### config.mk
export PLATFORM = sky130hd
export DESIGN_NAME = bsg_two_fifo_negedge_feed_flat
export DESIGN_NICKNAME = d
export VERILOG_FILES = /design/src/rtl/bsg_two_fifo_pkg.sv /design/src/rtl/bsg_two_fifo_negedge_feed_if.sv /design/src/rtl/bsg_two_fifo_negedge_out_reg.sv /design/src/rtl/bsg_two_fifo_negedge_feed.sv /design/src/flat_wrapper.sv
export SDC_FILE = /design/constraint.sdc
export NUM_CORES = 1
export LEC_CHECK = 0
export ABC_AREA = 1
export CORE_AREA = 4 4 42 44
export DETAILED_ROUTE_END_ITERATION = 8
export DIE_AREA = 0 0 46 48
export GPL_ROUTABILITY_DRIVEN = 0
export PLACE_DENSITY_LB_ADDON = 0.2
export SYNTH_ARGS = -nofsm -noshare
export SYNTH_HDL_FRONTEND = slang
export SYNTH_SLANG_ARGS = --single-unit
export TNS_END_PERCENT = 5
### constraint.sdc
create_clock -name clk_i -period 1.4 [get_ports clk_i]
set_input_delay 0.28 -clock clk_i [delete_from_list [all_inputs] [get_ports clk_i]]
set_output_delay 0.28 -clock clk_i [all_outputs]
set_load 0.02 [all_outputs]
### src/rtl/bsg_two_fifo_pkg.sv
`default_nettype none
// ============================================================================
//  Module      : bsg_two_fifo_pkg
//  Description : Shared constants and types for the two-entry negedge-feed
//                buffer: entry count, occupancy counter width, count type.
//  Revision    : 1.0 - initial release
// ============================================================================
package bsg_two_fifo_pkg;

    // Number of storage entries in the buffer.
    localparam int els_lp = 2;

    // Occupancy counter must encode 0..els_lp inclusive.
    localparam int count_width_lp = $clog2(els_lp + 1);

    typedef logic [count_width_lp-1:0] count_t;

    localparam count_t c_count_empty = count_t'(0);
    localparam count_t c_count_full  = count_t'(els_lp);

endpackage : bsg_two_fifo_pkg
`default_nettype wire

### src/rtl/bsg_two_fifo_negedge_feed_if.sv
`default_nettype none
// ============================================================================
//  Module      : bsg_two_fifo_negedge_feed_if
//  Description : Handshake bundle for the two-entry negedge-feed buffer.
//                Producer side : data_i, v_i, ready_o
//                Consumer side : data_o, v_o, yumi_i
//                Debug/flow    : count_o
//                Modport slave  - the buffer itself.
//                Modport master - the surrounding producer/consumer logic.
//  Revision    : 1.0 - initial release
// ============================================================================
interface bsg_two_fifo_negedge_feed_if
    import bsg_two_fifo_pkg::*;
#(
    parameter int width_p = -1
);

    logic [width_p-1:0] data_i;
    logic               v_i;
    logic               ready_o;
    logic [width_p-1:0] data_o;
    logic               v_o;
    logic               yumi_i;
    count_t             count_o;

    modport slave (
        input  data_i,
        input  v_i,
        output ready_o,
        output data_o,
        output v_o,
        input  yumi_i,
        output count_o
    );

    modport master (
        output data_i,
        output v_i,
        input  ready_o,
        input  data_o,
        input  v_o,
        output yumi_i,
        input  count_o
    );

endinterface : bsg_two_fifo_negedge_feed_if
`default_nettype wire

### src/rtl/bsg_two_fifo_negedge_out_reg.sv
`default_nettype none
// ============================================================================
//  Module      : bsg_two_fifo_negedge_out_reg
//  Description : Falling-edge launch register for the buffer head
//                (valid + data). Synchronous active-low reset sampled on the
//                falling edge clears the whole word.
//  Ports       : clk_i      - clock (captures on negedge)
//                reset_n_i  - synchronous active-low reset
//                d_i        - {valid, data} to launch
//                q_o        - registered {valid, data}
//  Revision    : 1.0 - initial release
// ============================================================================
module bsg_two_fifo_negedge_out_reg #(
    parameter int width_p = -1
) (
    input  wire logic               clk_i,
    input  wire logic               reset_n_i,
    input  wire logic [width_p:0]   d_i,
    output      logic [width_p:0]   q_o
);

    logic [width_p:0] r_q;

    always_ff @(negedge clk_i) begin
        if (!reset_n_i) begin
            r_q <= '0;
        end else begin
            r_q <= d_i;
        end
    end

    assign q_o = r_q;

endmodule : bsg_two_fifo_negedge_out_reg
`default_nettype wire

### src/rtl/bsg_two_fifo_negedge_feed.sv
`default_nettype none
// ============================================================================
//  Module      : bsg_two_fifo_negedge_feed
//  Description : Two-entry ready/valid buffer feeding a downstream
//                negedge-capture stage at full throughput (1 word/cycle).
//  Ports       : clk_i      - single clock, state updates on posedge
//                reset_n_i  - synchronous active-low reset
//                fifo_if    - slave modport: data_i/v_i/ready_o (producer),
//                             data_o/v_o/yumi_i (consumer), count_o (0..2)
//  Options     : BSG_TWO_FIFO_NEGEDGE_LAUNCH_EN - when defined, v_o/data_o
//                are relaunched from a negedge register half a cycle after
//                each posedge; otherwise they are combinational from the
//                head entry. ready_o/count_o are identical in both builds.
//  Revision    : 1.0 - initial release
// ============================================================================
module bsg_two_fifo_negedge_feed
    import bsg_two_fifo_pkg::*;
#(
    parameter int width_p = -1
) (
    input  wire logic                 clk_i,
    input  wire logic                 reset_n_i,
    bsg_two_fifo_negedge_feed_if.slave fifo_if
);

    // ------------------------------------------------------------------
    // State
    // ------------------------------------------------------------------
    logic [width_p-1:0] r_mem [els_lp];
    logic               r_rptr;
    logic               r_wptr;
    count_t             r_count;
    logic [width_p-1:0] r_last_data;   // head value last dequeued

    logic               w_ready;
    logic               w_not_empty;
    logic               w_enq;
    logic               w_deq;
    logic               w_head_v;
    logic [width_p-1:0] w_head_data;

    // ready depends only on registered occupancy: no path from yumi_i.
    assign w_ready     = (r_count != c_count_full);
    assign w_not_empty = (r_count != c_count_empty);

    assign w_enq = fifo_if.v_i & w_ready;
    // A dequeue request against an empty buffer is dropped.
    assign w_deq = fifo_if.yumi_i & w_not_empty;

    // ------------------------------------------------------------------
    // Storage (not reset)
    // ------------------------------------------------------------------
    always_ff @(posedge clk_i) begin
        if (w_enq) begin
            r_mem[r_wptr] <= fifo_if.data_i;
        end
    end

    // ------------------------------------------------------------------
    // Pointers, occupancy and last-head hold register
    // ------------------------------------------------------------------
    always_ff @(posedge clk_i) begin
        if (!reset_n_i) begin
            r_rptr      <= 1'b0;
            r_wptr      <= 1'b0;
            r_count     <= c_count_empty;
            r_last_data <= '0;
        end else begin
            if (w_enq) begin
                r_wptr <= ~r_wptr;
            end
            if (w_deq) begin
                r_rptr      <= ~r_rptr;
                r_last_data <= r_mem[r_rptr];
            end
            if (w_enq && !w_deq) begin
                r_count <= r_count + count_t'(1);
            end else if (w_deq && !w_enq) begin
                r_count <= r_count - count_t'(1);
            end
        end
    end

    // While empty, the head slot holds stale or unwritten data, so the
    // output shows the last word handed over (zero after reset) instead.
    assign w_head_v    = w_not_empty;
    assign w_head_data = w_not_empty ? r_mem[r_rptr] : r_last_data;

    // ------------------------------------------------------------------
    // Output launch
    // ------------------------------------------------------------------
`ifdef BSG_TWO_FIFO_NEGEDGE_LAUNCH_EN
    logic [width_p:0] w_out_q;

    bsg_two_fifo_negedge_out_reg #(
        .width_p (width_p)
    ) u_out_reg (
        .clk_i     (clk_i),
        .reset_n_i (reset_n_i),
        .d_i       ({w_head_v, w_head_data}),
        .q_o       (w_out_q)
    );

    assign fifo_if.v_o    = w_out_q[width_p];
    assign fifo_if.data_o = w_out_q[width_p-1:0];
`else
    assign fifo_if.v_o    = w_head_v;
    assign fifo_if.data_o = w_head_data;
`endif

    assign fifo_if.ready_o = w_ready;
    assign fifo_if.count_o = r_count;

    // Consumer must not dequeue from an empty buffer.
    a_no_yumi_when_empty : assert property (
        @(posedge clk_i) disable iff (!reset_n_i)
        fifo_if.yumi_i |-> w_not_empty
    );

endmodule : bsg_two_fifo_negedge_feed
`default_nettype wire

### src/flat_wrapper.sv
// flat-port wrapper written by rule: the top's interface ports become plain ports
module bsg_two_fifo_negedge_feed_flat import bsg_two_fifo_pkg::*;
#(
    parameter int width_p = -1
)
  (clk_i, reset_n_i, fifo_if_data_i, fifo_if_v_i, fifo_if_ready_o, fifo_if_data_o, fifo_if_v_o, fifo_if_yumi_i, fifo_if_count_o);
  bsg_two_fifo_negedge_feed_if #(.width_p(width_p)) fifo_if_i ();
  input  wire logic clk_i;
  input  wire logic reset_n_i;
  input wire logic [$bits(fifo_if_i.data_i)-1:0] fifo_if_data_i;
  input wire logic [$bits(fifo_if_i.v_i)-1:0] fifo_if_v_i;
  output wire logic [$bits(fifo_if_i.ready_o)-1:0] fifo_if_ready_o;
  output wire logic [$bits(fifo_if_i.data_o)-1:0] fifo_if_data_o;
  output wire logic [$bits(fifo_if_i.v_o)-1:0] fifo_if_v_o;
  input wire logic [$bits(fifo_if_i.yumi_i)-1:0] fifo_if_yumi_i;
  output wire logic [$bits(fifo_if_i.count_o)-1:0] fifo_if_count_o;
  assign fifo_if_i.data_i = fifo_if_data_i;
  assign fifo_if_i.v_i = fifo_if_v_i;
  assign fifo_if_ready_o = fifo_if_i.ready_o;
  assign fifo_if_data_o = fifo_if_i.data_o;
  assign fifo_if_v_o = fifo_if_i.v_o;
  assign fifo_if_i.yumi_i = fifo_if_yumi_i;
  assign fifo_if_count_o = fifo_if_i.count_o;
  bsg_two_fifo_negedge_feed #(.width_p(width_p)) u_core (.clk_i(clk_i), .reset_n_i(reset_n_i), .fifo_if(fifo_if_i));
endmodule
======== Word level (Yosys, flattened, before mapping) ========
Memories as Yosys holds them, arrays and structs flattened. A register that Yosys moved wholly into a read port is not among the register bits.
Cells that the tools add are included.
word-level totals
  register bits ........................... 7
  ROM bits ................................ 0
  logic and storage cells ................. 25
  memories kept ........................... 1
  bits in latches ......................... 0
  RAM bits ................................ 6
  input bits .............................. 7
memories
  memory        words  width  read ports  clocked after Yosys merged registers in  write ports  RTL line                         text
  u_core.r_mem  2      3      1           1                                        1            bsg_two_fifo_negedge_feed.sv:29  logic [width_p-1:0] r_mem [els_lp];
cells by class
  divide/modulo/power cells ............... 0
  reduce and logical (&&, ||, !) cells .... 6
  eq/ne operators ......................... 1
  multiplexer cells ....................... 7
  shift operators ......................... 0
  add/subtract/negate cells ............... 2
  multiply operators ...................... 0
  order comparisons ....................... 0
  bitwise gates (word level) .............. 4
operators by type and width
  kind                   count
  $mux W1                4
  $mux W2                2
  $reduce_bool A2 Y1     2
  $mux W3                1
  $add A2 B1 Y2 const B  1
  $and A1 B1 Y1          2
  $logic_and A1 B1 Y1    2
  $logic_not A1 Y1       2
  $ne A2 B2 Y1 const B   1
  $not A1 Y1             2
  $sub A2 B1 Y2 const B  1

======== Logic depth before layout (Yosys ltp) ========
Gate-level depths: netlist of run 1.
  depth in word-level cells ............... 6
  gate-level depth with buffers ........... 11
  gate-level depth less buffers ........... 11

======== Worst setup path after synthesis of run 1 ========
Ideal clock, no wire load.
  path kind ............................... register to register
  from .................................... reg u_core.r_count[1] (netlist: u_core.fifo_if.count_o[1])
  to ...................................... reg u_core.r_count[1] (netlist: u_core.fifo_if.count_o[1])
  arrival time ............................ 1.468 ns
  path buffers ............................ 0
  slack ................................... -0.132 ns
  stages on the path, launching flop included .. 10
  period minus slack after synthesis ...... 1.532 ns
  setup time .............................. 0.064 ns
  path through ............................ dfxtp_1 -> inv_1 -> nand2_2 -> nand2_2 -> ha_1 -> inv_1 -> nand3_1 -> nand2_1 -> inv_1 -> nor2_1
between the ends
  longest elaborated chain between the ends .. 5
  elaborated cells on any way between the ends .. 13
  those cells by class .................... add/sub: 2; eq/ne: 1; mux: 2; bitwise: 2; reduce/logical: 6
RTL lines
  element                                        RTL line                         text
  from (decl)                                    bsg_two_fifo_negedge_feed.sv:32  count_t r_count;
  from (signal assigned)                         bsg_two_fifo_negedge_feed.sv:66  r_count <= c_count_empty;
  from (signal assigned)                         bsg_two_fifo_negedge_feed.sv:77  r_count <= r_count + count_t'(1);
  from (signal assigned)                         bsg_two_fifo_negedge_feed.sv:79  r_count <= r_count - count_t'(1);
  $reduce_bool A2 Y1 (*)                         bsg_two_fifo_negedge_feed.sv:44  assign w_not_empty = (r_count != c_count_empty);
  via fifo_if_v_o                                flat_wrapper.sv:14               output wire logic [$bits(fifo_if_i.v_o)-1:0] fifo_if_v_o;
  $and A1 B1 Y1 (*)                              bsg_two_fifo_negedge_feed.sv:48  assign w_deq = fifo_if.yumi_i & w_not_empty;
  $logic_not A1 Y1                               bsg_two_fifo_negedge_feed.sv:76  if (w_enq && !w_deq) begin
  $logic_and A1 B1 Y1                            bsg_two_fifo_negedge_feed.sv:76
  $mux W2 or $reduce_bool A2 Y1 (tied branches)  n/a
Mark *: on every way through the listed nets, which the timed path passes. The rest lies on a longest branch. The select of a mux whose other input is x is not followed.
A chain may end at the register's enable or synchronous reset.

======== Worst setup path after layout of run 1 ========
  from .................................... reg u_core.r_count[0] (netlist: u_core.fifo_if.count_o[0])
  to ...................................... out fifo_if_count_o[0]
RTL lines
  element    RTL line            text
  to (decl)  flat_wrapper.sv:16  output wire logic [$bits(fifo_if_i.count_o)-1:0] fifo_if_count_o;
No word-level cell between the ends.

==> impl_metrics.tcl, run 1 <==
set metrics [dict create \
    status "complete, no violations" \
    pwr-share-comb_pct 54.2 \
    cp.required_ns 1.12 \
    rows 14 \
    cpMaxStageDelayCell "dfxtp_4" \
    synthTopCellsByCount "24 x nand2_1, 10 x inv_1, 8 x dfxtp_1, 8 x nor2_1, 6 x edfxtp_1" \
    hp-start "u_core.r_last_data[-2]" \
    cp_max_fo 4 \
    grt_use_total_pct 12.5 \
    fin_skew_ns 0.000306 \
    grt_pass1_vias 477 \
    routedWlPerCell_um 10.5 \
    start_util_pct 42.9 \
    p_leak_nw 0.404 \
    cts.sinks 14 \
    drt_iter0_markers 8 \
    p_switching_mw 0.750 \
    drive_above_1_share_pct 36.3 \
    dp_hpwl_um 933 \
    synth_edf_count 6 \
    synth.distinct_cells 14 \
    syn_area_per_cell_um2 8.12 \
    grt_remaining_overflow 0 \
    power_density_nw_per_um2 2060 \
    critPathBufInv 2 \
    holdCritPathClass "reg2reg" \
    fillCellCount 126 \
    grt_max_degree 9 \
    yosysTopAreaCellShare_pct 29.2 \
    fmax_mhz 741 \
    ctsHoldBuffers 0 \
    synthesis.nets 84 \
    r2r_slack_ns 0.08 \
    r2r-end "u_core.r_mem[1][1]" \
    swShare_pct 40.1 \
    post-place-cells 114 \
    clockPowerShare_pct 11.9 \
    vias_per_cell 4.65 \
    fin_nets 111 \
    arrival_ns 1.07 \
    crit_type "reg2out" \
    finalNonFillerCells 118 \
    io_pins 14 \
    worstSetupEndpointType "output port" \
    dr.pass1.iters 4 \
    place_area_um2 842 \
    yosys_warnings 0 \
    clk_latency_ns 0.27 \
    ant_nets 0 \
    period_needed_ns 1.35 \
    path_clk_slew_ns 0.08 \
    cts_root_buf "clkbuf_4" \
    tightest_slew_ns 0.284 \
    hold_viol 0 \
    synthFlopType "dfxtp_1" \
    ys_seq_elements 14 \
    antenna_found_initial 0 \
    synth.most_common_cell "nand2_1" \
    yosys.area.top_type "edfxtp_1" \
    area_growth_pct 46.9 \
    htree_levels 1 \
    cp-start-kind "flip-flop" \
    die_h_um 48 \
    route.vias.total 549 \
    holdWs_ns 0.466 \
    synthCells 76 \
    die_x_um 46 \
    hold-path-cell-count 2 \
    max_cap_violations 0 \
    critPathMaxStageDelay_ns 0.38 \
    async_flop_share_pct 0 \
    fin_crit_sh_pct 96.4 \
    tritoncts "built" \
    drt-total-wl_um 1240 \
    reg2reg_depth 5 \
    maxSlewViolCount 0 \
    syn_area_um2 617 \
    cts-buffers-inserted 3 \
    insertedDiodeCount 0 \
    fin_area_um2 906 \
    io_buffers 13 \
    timing.critical_path.cells "buf_4 -> clkdlybuf4s15_1" \
    yosysSeqAreaShare_pct 55.2 \
    finalSetupViolCount 0 \
    p_int_mw 1.12 \
    die_area_um2 2210 \
    drc 0 \
    ir_worst_vdd_uv 1410 \
    grt_pass1_wl_um 1920 \
    seqCellArea_um2 352 \
    cts.path.max_buffers 2 \
    max_slew_margin_pct 81.0 \
    multiInputGateArea_um2 268 \
    worst_hold_path.endpoint "u_core.r_last_data[-2]" \
    crit_family "buffers and inverters" \
    rsz0062_at_grt "yes" \
    seqPwrFrac_pct 33.9 \
    synthTopCellsByArea "edfxtp_1 29%, dfxtp_1 26%, nand2_1 15%, inv_1 6.1%, nor2_1 4.9%" \
    timing.rr.start "u_core.fifo_if.count_o[1]" \
    core_um2 1440 \
]
-- repair_timing --
| action | CTS | global route |
|---|---|---|
| endpoints found under the hold margin | 0 | 0 |
| buffers inserted | 0 | 0 |
| gates resized for setup | 22 | 23 |
| endpoints found under the setup margin | 8 | 8 |
| pin swaps | 0 | 3 |
-- registers in the layout, summed over array words and instances, names as in the netlist, named ones only --
signal / flops
u_core.r_last_data[-1]: 1
u_core.r_last_data[-2]: 1
u_core.r_rptr: 1
u_core.r_mem: 6
u_core.r_wptr: 1
u_core.fifo_if.count_o: 2
u_core.r_last_data: 1
-- cell families (layout without fill, tap and decap cells) --
logic type | count (synthesis) | after routing | synth area share (%)
AO/OA/AOI/OAI | 9 | 9 | 7.30
buffers and inverters | 12 | 38 | 7.30
flip-flops | 14 | 14 | 55.2
adder cells (fa/ha/maj) | 1 | 1 | 2.03
AND/OR/NAND/NOR | 40 | 40 | 28.2
-- per-layer routing --
layer / global-route usage [%] / routed length, µm / share of wire [%] / up-vias
li1: - / - / - / 292
met1: 14.8 / 493 / 40 / 244
met2: 21.2 / 674 / 55 / 11
met3: 3.76 / 55 / 4.5 / 2
met4: 5.11 / 12 / 0.97 / 0
met5: 0 / 0 / 0 / -
-- worst reg2reg max path: cells and delay by family (launching register included) --
kind          cells  cell delay, ns
buf+inv           2            0.27
flops             1            0.37
simple gates      3            0.36
-- layout make-up --
type,instances,area share [%]
clock buffers,3,2.49
clock inverters,1,0.414
inverters,12,5.80
repair buffers,22,20.7
well taps,16,2.21
flip-flops and latches,14,38.8
multi-input cells,50,29.6
-- metrics by stage --
| step | util (%) | setup slack, ns | power (mW) | TNS, ns |
|---|---|---|---|---|
| 4_1_cts | 61.1 | -0.131 | 1.78 | -0.318 |
| 3_5_place_dp | 58.6 | -0.206 | 1.57 | -1.43 |
| 2_1_floorplan | - | 0.0187 | 1.12 | 0 |
| 6_report | 63.1 | 0.0511 | 1.87 | 0 |
| 3_3_place_gp | 58.6 | -0.188 | 1.56 | -1.38 |
| 5_1_grt | 63.1 | -0.0364 | 2.01 | -0.111 |
-- worst max-delay path by stage --
stage	from	to	cells after the start
after floorplan	u_core.fifo_if.count_o[1]	u_core.fifo_if.count_o[1]	9
after global placement	flip-flop	fifo_if_data_o[0]	4
after detailed placement	flip-flop	fifo_if_data_o[2]	4
after CTS	flip-flop	fifo_if_data_o[2]	5
after global routing	u_core.r_mem[0][0]	fifo_if_data_o[0]	5
final	u_core.fifo_if.count_o[0]	fifo_if_count_o[0]	2
-- power groups by stage --
stage               logic, mW  clock network, mW  registers [mW]
floorplan               0.484                  0           0.631
global placement        0.961                  0           0.597
detailed placement      0.965                  0           0.601
CTS                     0.943              0.228           0.610
global route             1.12              0.246           0.653
finish                   1.01              0.223           0.633
-- placed cells by master, fill, tap and decap left out --
cell type and count:
dfxtp_4 3, nand3_1 1, inv_4 3, clkdlybuf4s50_1 6
inv_2 2, ha_4 1, clkdlybuf4s15_1 1, a21oi_1 4
nor2_4 2, nor2_1 8, edfxtp_1 6, buf_6 1
buf_2 1, dfxtp_1 5, nand4_1 1, buf_4 12
inv_1 7, o21ai_0 2, clkinv_1 1, nand2_1 23
nand2_2 4, clkbuf_4 3, clkdlybuf4s15_2 1, o21ai_2 3
nand2_4 1
No activity file was read; power rests on OpenSTA's default activity.
==> inputs of run 2 (changes only) <==
SYNTH_HIERARCHICAL = 1   (was default)
==> run 2 against run 1 <==
Against the previous run: synthesized area did not move; setup slack worse by 0.030 ns; clock power about the same; cell area fell by 0.41%; critical path depth grew 2; highest routed layer unchanged; synthesized cell count unchanged; largest power group unchanged; register-to-register slack lost 0.05 ns.
==> impl_metrics.tcl, run 2 <==
set metrics [dict create \
    status "complete, no violations" \
    htree_levels 1 \
    fmax_mhz 725 \
    reg2reg_depth 11 \
    syn_area_per_cell_um2 8.12 \
    cts.sinks 14 \
    arrival_ns 1.10 \
    die_h_um 48 \
    fin_crit_sh_pct 98.5 \
    max_cap_violations 0 \
    yosys.area.top_type "edfxtp_1" \
    antenna_found_initial 0 \
    io_pins 14 \
    crit_top_cell "nand2_1" \
    drt-total-wl_um 1180 \
    r2r_slack_ns 0.03 \
    io_buffers 13 \
    p_leak_nw 0.415 \
    tightest_slew_ns 0.280 \
    cp.required_ns 1.12 \
    worst_hold_path.endpoint "u_core/r_last_data[0]" \
    holdWs_ns 0.474 \
    ir_worst_vdd_uv 1230 \
    grt_remaining_overflow 0 \
    max_slew_margin_pct 81.2 \
    worstSetupEndpointType "output port" \
    fin_area_um2 902 \
    finalNonFillerCells 120 \
    power_density_nw_per_um2 2060 \
    hold_viol 0 \
    route.vias.total 553 \
    yosys_warnings 6 \
    post-place-cells 116 \
    fin_nets 113 \
    critPathMaxStageDelay_ns 0.37 \
    routedWlPerCell_um 9.83 \
    drc 0 \
    syn_area_um2 617 \
    final_common_cell "nand2_1" \
    grt_pass1_wl_um 1880 \
    rsz0062_at_grt "yes" \
    clk_latency_ns 0.27 \
    area_growth_pct 46.2 \
    grt_use_total_pct 12.1 \
    insertedDiodeCount 0 \
    crit_start "u_core/fifo_if.count_o[0]" \
    cp_max_fo 4 \
    async_flop_share_pct 0 \
    yosysSeqAreaShare_pct 55.2 \
    ant_nets 0 \
    largest_register_ffs 6 \
    synthFlopType "dfxtp_1" \
    hold-path-cell-count 2 \
    ys_seq_elements 14 \
    fillCellCount 132 \
    synthCells 76 \
    timing.rr.start "u_core/fifo_if.count_o[0]" \
    die_area_um2 2210 \
    cts_root_buf "clkbuf_4" \
    cpMaxStageDelayCell "dfxtp_4" \
    synth_edf_count 6 \
    synthTopCellsByCount "24 x nand2_1, 10 x inv_1, 8 x dfxtp_1, 8 x nor2_1, 6 x edfxtp_1" \
    r2r-end "u_core/fifo_if.count_o[1]" \
    vias_per_cell 4.61 \
    crit_type "reg2out" \
    post_cts_buffers 0 \
    synth.most_common_cell "nand2_1" \
    regMostFlops "u_core/r_mem" \
    drt_iter0_markers 9 \
    fin_skew_ns 0.00131 \
    die_x_um 46 \
    place_area_um2 852 \
    holdCritPathClass "reg2reg" \
    timing.critical_path.cells "nor2_4 -> nand2_1 -> nand2_1 -> buf_2" \
    dp_hpwl_um 936 \
    crit_family "flip-flops" \
    grt_max_degree 9 \
    cp-start-kind "flip-flop" \
    synthesis.nets 84 \
    start_util_pct 42.9 \
    tritoncts "built" \
    synth.distinct_cells 14 \
    synthTopCellsByArea "edfxtp_1 29%, dfxtp_1 26%, nand2_1 15%, inv_1 6.1%, nor2_1 4.9%" \
    maxSlewViolCount 0 \
    grt_pass1_vias 486 \
    core_um2 1440 \
    layout_common_cells "24 x nand2_1, 12 x buf_4, 8 x inv_1, 8 x nor2_1" \
    path_clk_slew_ns 0.08 \
    finalSetupViolCount 0 \
    dr.pass1.iters 4 \
    rows 14 \
    yosysTopAreaCellShare_pct 29.2 \
    cts-buffers-inserted 3 \
    hp-start "u_core/r_last_data[0]" \
    drive_above_1_share_pct 36.5 \
    cts.path.max_buffers 2 \
    period_needed_ns 1.38 \
    critPathBufInv 1 \
]
-- run 2: how the worst max path moves through the flow --
stage,slack [ns],depth (start not counted),endpoint
6_report,0.02,4,fifo_if_data_o[1]
5_1_grt,-0.06,11,u_core/fifo_if.count_o[1]
4_1_cts,0.004,2,fifo_if_count_o[0]
3_5_place_dp,-0.23,4,fifo_if_data_o[0]
3_3_place_gp,-0.22,4,fifo_if_data_o[0]
2_1_floorplan,0.006,9,u_core/fifo_if.count_o[1]
-- run 2: area by class of cell --
class | count | area [µm²] | area share (%)
flip-flops and latches | 14 | 352 | 39.0
multi-input cells | 50 | 258 | 28.6
repair buffers | 24 | 199 | 22.1
inverters | 12 | 47.5 | 5.27
clock buffers | 3 | 22.5 | 2.50
well taps | 16 | 20.0 | 2.22
clock inverters | 1 | 3.75 | 0.416
-- run 2: kinds of logic after synthesis --
group | share of synthesized area, %
AO/OA/AOI/OAI | 7.30
adder cells (fa/ha/maj) | 2.03
buffers and inverters | 7.30
flip-flops | 55.2
AND/OR/NAND/NOR | 28.2
-- run 2: metrics by stage --
| stage | power [mW] | setup slack, ns | TNS [ns] | util, % |
|---|---|---|---|---|
| 3_3_place_gp | 1.58 | -0.220 | -1.51 | 59.3 |
| 2_1_floorplan | 1.10 | 0.00564 | 0 | - |
| 5_1_grt | 2.00 | -0.0560 | -0.195 | 62.8 |
| 6_report | 1.86 | 0.0214 | 0 | 62.8 |
| 4_1_cts | 1.78 | 0.00419 | 0 | 60.5 |
| 3_5_place_dp | 1.59 | -0.235 | -1.63 | 59.3 |
-- run 2: worst reg2reg max path, delay by kind of cell, from the launching register on --
kind                       cells  cell delay, ns
buffers and inverters          5            0.33
DFF                            1            0.37
and+or+nand+nor                5            0.32
adders and majority gates      1            0.29
-- run 2: routing by layer --
layer	track usage, %	routed length, µm	share of wire [%]
met5	0	0	0
met4	6.82	14	1.2
met3	3.76	75	6.4
met2	19.2	568	48
met1	14.6	521	44
-- run 2: where the power goes --
group | internal, mW | leakage (nW) | switching (mW)
Sequential | 0.543 | 0.124 | 0.0850
Combinational | 0.470 | 0.276 | 0.534
Clock | 0.103 | 0.0154 | 0.123
-- run 2: timing repair --
| item | in CTS | in global routing |
|---|---|---|
| hold buffers | 0 | 0 |
| resized for setup | 29 | 14 |
| cloned | 0 | 0 |
| setup endpoints to repair | 8 | 10 |
| pin swaps | 1 | 3 |
==> inputs of run 3 (changes only) <==
REMOVE_ABC_BUFFERS = 1   (was default)
==> run 3 against run 2 <==
Against the previous run: clock skew about the same; critical path depth rose by 1; sequential share of layout area down 0.53 points; first-iteration DRC count is 89% higher; combinational power up 8%; utilization rose by 0.87 points; global-route usage increased by 3.4 points; sequential power fell by 2%; register-to-register slack gained 0.03 ns; cell count stayed put; critical path type unchanged; critical endpoint is now fifo_if_data_o[2]; largest cell class unchanged; largest power group unchanged; highest routed layer unchanged.
==> impl_metrics.tcl, run 3 (synthesis results as in run 2) <==
set metrics [dict create \
    status "complete, no violations" \
    route.vias.total 563 \
    seqPwrFrac_pct 32.0 \
    start_util_pct 42.9 \
    fin_skew_ns 0.00129 \
    period_needed_ns 1.37 \
    die_area_um2 2210 \
    worstSetupEndpointType "output port" \
    grt_pass1_vias 504 \
    pwr-share-comb_pct 55.7 \
    antenna_found_initial 0 \
    maxSlewViolCount 0 \
    core_um2 1440 \
    critPathMaxStageDelay_ns 0.39 \
    cts-buffers-inserted 3 \
    cts_root_buf "clkbuf_4" \
    multiInputGateArea_um2 280 \
    swShare_pct 41.2 \
    cp.required_ns 1.12 \
    grt_remaining_overflow 0 \
    power_density_nw_per_um2 2110 \
    cpMaxStageDelayCell "dfxtp_4" \
    rows 14 \
    largest_register_ffs 6 \
    p_switching_mw 0.796 \
    insertedDiodeCount 0 \
    cts.sinks 14 \
    p_int_mw 1.13 \
    drt_iter0_markers 17 \
    crit_top_cell "nand2_1" \
    drive_above_1_share_pct 39.4 \
    final_common_cell "nand2_1" \
    fillCellCount 133 \
    holdCritPathClass "reg2reg" \
    routedWlPerCell_um 11.2 \
    setup_slack_ns 0.0348 \
    rsz0062_at_grt "yes" \
    io_pins 14 \
    ir_worst_vdd_uv 1400 \
    drc 0 \
    max_cap_violations 0 \
    layout_common_cells "23 x nand2_1, 12 x buf_4, 8 x inv_1, 8 x nor2_1" \
    fin_nets 113 \
    grt_use_total_pct 15.5 \
    timing.critical_path.cells "nand2_1 -> o21ai_2 -> nand2_1 -> nand2_1 -> buf_6" \
    path_clk_slew_ns 0.08 \
    ctsHoldBuffers 0 \
    htree_levels 1 \
    finalSetupViolCount 0 \
    dp_hpwl_um 937 \
    tightest_slew_ns 0.279 \
    grt_pass1_wl_um 2200 \
    critPathBufInv 1 \
    drt-total-wl_um 1340 \
    io_buffers 13 \
    ant_nets 0 \
    fin_crit_sh_pct 97.5 \
    tritoncts "built" \
    arrival_ns 1.09 \
    clockPowerShare_pct 12.2 \
    seqCellArea_um2 352 \
    vias_per_cell 4.69 \
    grt_max_degree 9 \
    area_growth_pct 48.3 \
    power_mw 1.93 \
    dp_slack_ns -0.256 \
    cp-start-kind "flip-flop" \
    crit_family "flip-flops" \
    dr.pass1.iters 4 \
    hold_viol 0 \
    crit_type "reg2out" \
    cp_max_fo 6 \
    max_slew_margin_pct 81.4 \
    p_leak_nw 0.417 \
    clk_latency_ns 0.28 \
    holdWs_ns 0.470 \
    cts.path.max_buffers 2 \
    fmax_mhz 733 \
    regMostFlops "u_core/r_mem" \
    die_x_um 46 \
    die_h_um 48 \
]
## run 3: cell types whose count changed in the layout (fill, tap and decap cells not counted), sizes merged
cell and delta:
clkbuf +1, clkdlybuf4s15 -1
## run 3: area by class of cell
| cell class | count | area share, % |
|---|---|---|
| clock buffers | 3 | 2.46 |
| repair buffers | 24 | 20.4 |
| inverters | 12 | 5.47 |
| well taps | 16 | 2.19 |
| clock inverters | 1 | 0.410 |
| flip-flops and latches | 14 | 38.4 |
| multi-input cells | 50 | 30.6 |
## run 3: what timing repair did
| action | in CTS | in global routing |
|---|---|---|
| setup buffers | 0 | 1 |
| endpoints found under the setup margin | 9 | 9 |
| pin swaps | 1 | 4 |
| gates resized for setup | 37 | 16 |
## run 3: final timing paths
check | startpoint | end | slack [ns] | depth (start not counted)
worst max-delay path | flip-flop | fifo_if_data_o[2] | 0.03 | 5
worst min-delay path | u_core/r_last_data[-2] | u_core/r_last_data[-2] | 0.47 | 2
worst max register to register | u_core/fifo_if.count_o[1] | u_core/fifo_if.count_o[0] | 0.06 | 8
worst min register to register | u_core/r_last_data[-2] | u_core/r_last_data[-2] | 0.47 | 2
## run 3: stage by stage
step / instances / utilization (%) / setup TNS, ns / cell area, µm²
finish: 120 / 63.7 / 0 / 915
global route: 120 / 63.7 / -0.179 / 915
CTS: 119 / 60.9 / -0.0136 / 875
detailed placement: 115 / 58.6 / -1.11 / 842
global placement: 115 / 58.6 / -0.928 / 842
floorplan: 76 / - / -0.210 / 617
## run 3: power by group through the flow
stage | Combinational (mW) | Clock (mW) | Sequential, mW
final | 1.08 | 0.236 | 0.618
after global routing | 1.18 | 0.272 | 0.636
after CTS | 0.971 | 0.247 | 0.606
after detailed placement | 0.990 | 0 | 0.588
after global placement | 0.981 | 0 | 0.585
after floorplan | 0.468 | 0 | 0.625
## run 3: worst reg2reg max path, delay by kind of cell, from the launching register on
kind | cells | cell delay [ns]
flops | 1 | 0.38
simple gates | 2 | 0.16
buf+inv | 4 | 0.32
compound gates | 1 | 0.14
fa+ha+maj | 1 | 0.28
## run 3: metal layers
layer / track usage, % / up-vias / wire (µm)
met3: 6.02 / 4 / 78
met4: 13.6 / 0 / 33
met2: 25.5 / 15 / 679
met1: 15.2 / 249 / 553
li1: - / 295 / -
met5: 0 / - / 0
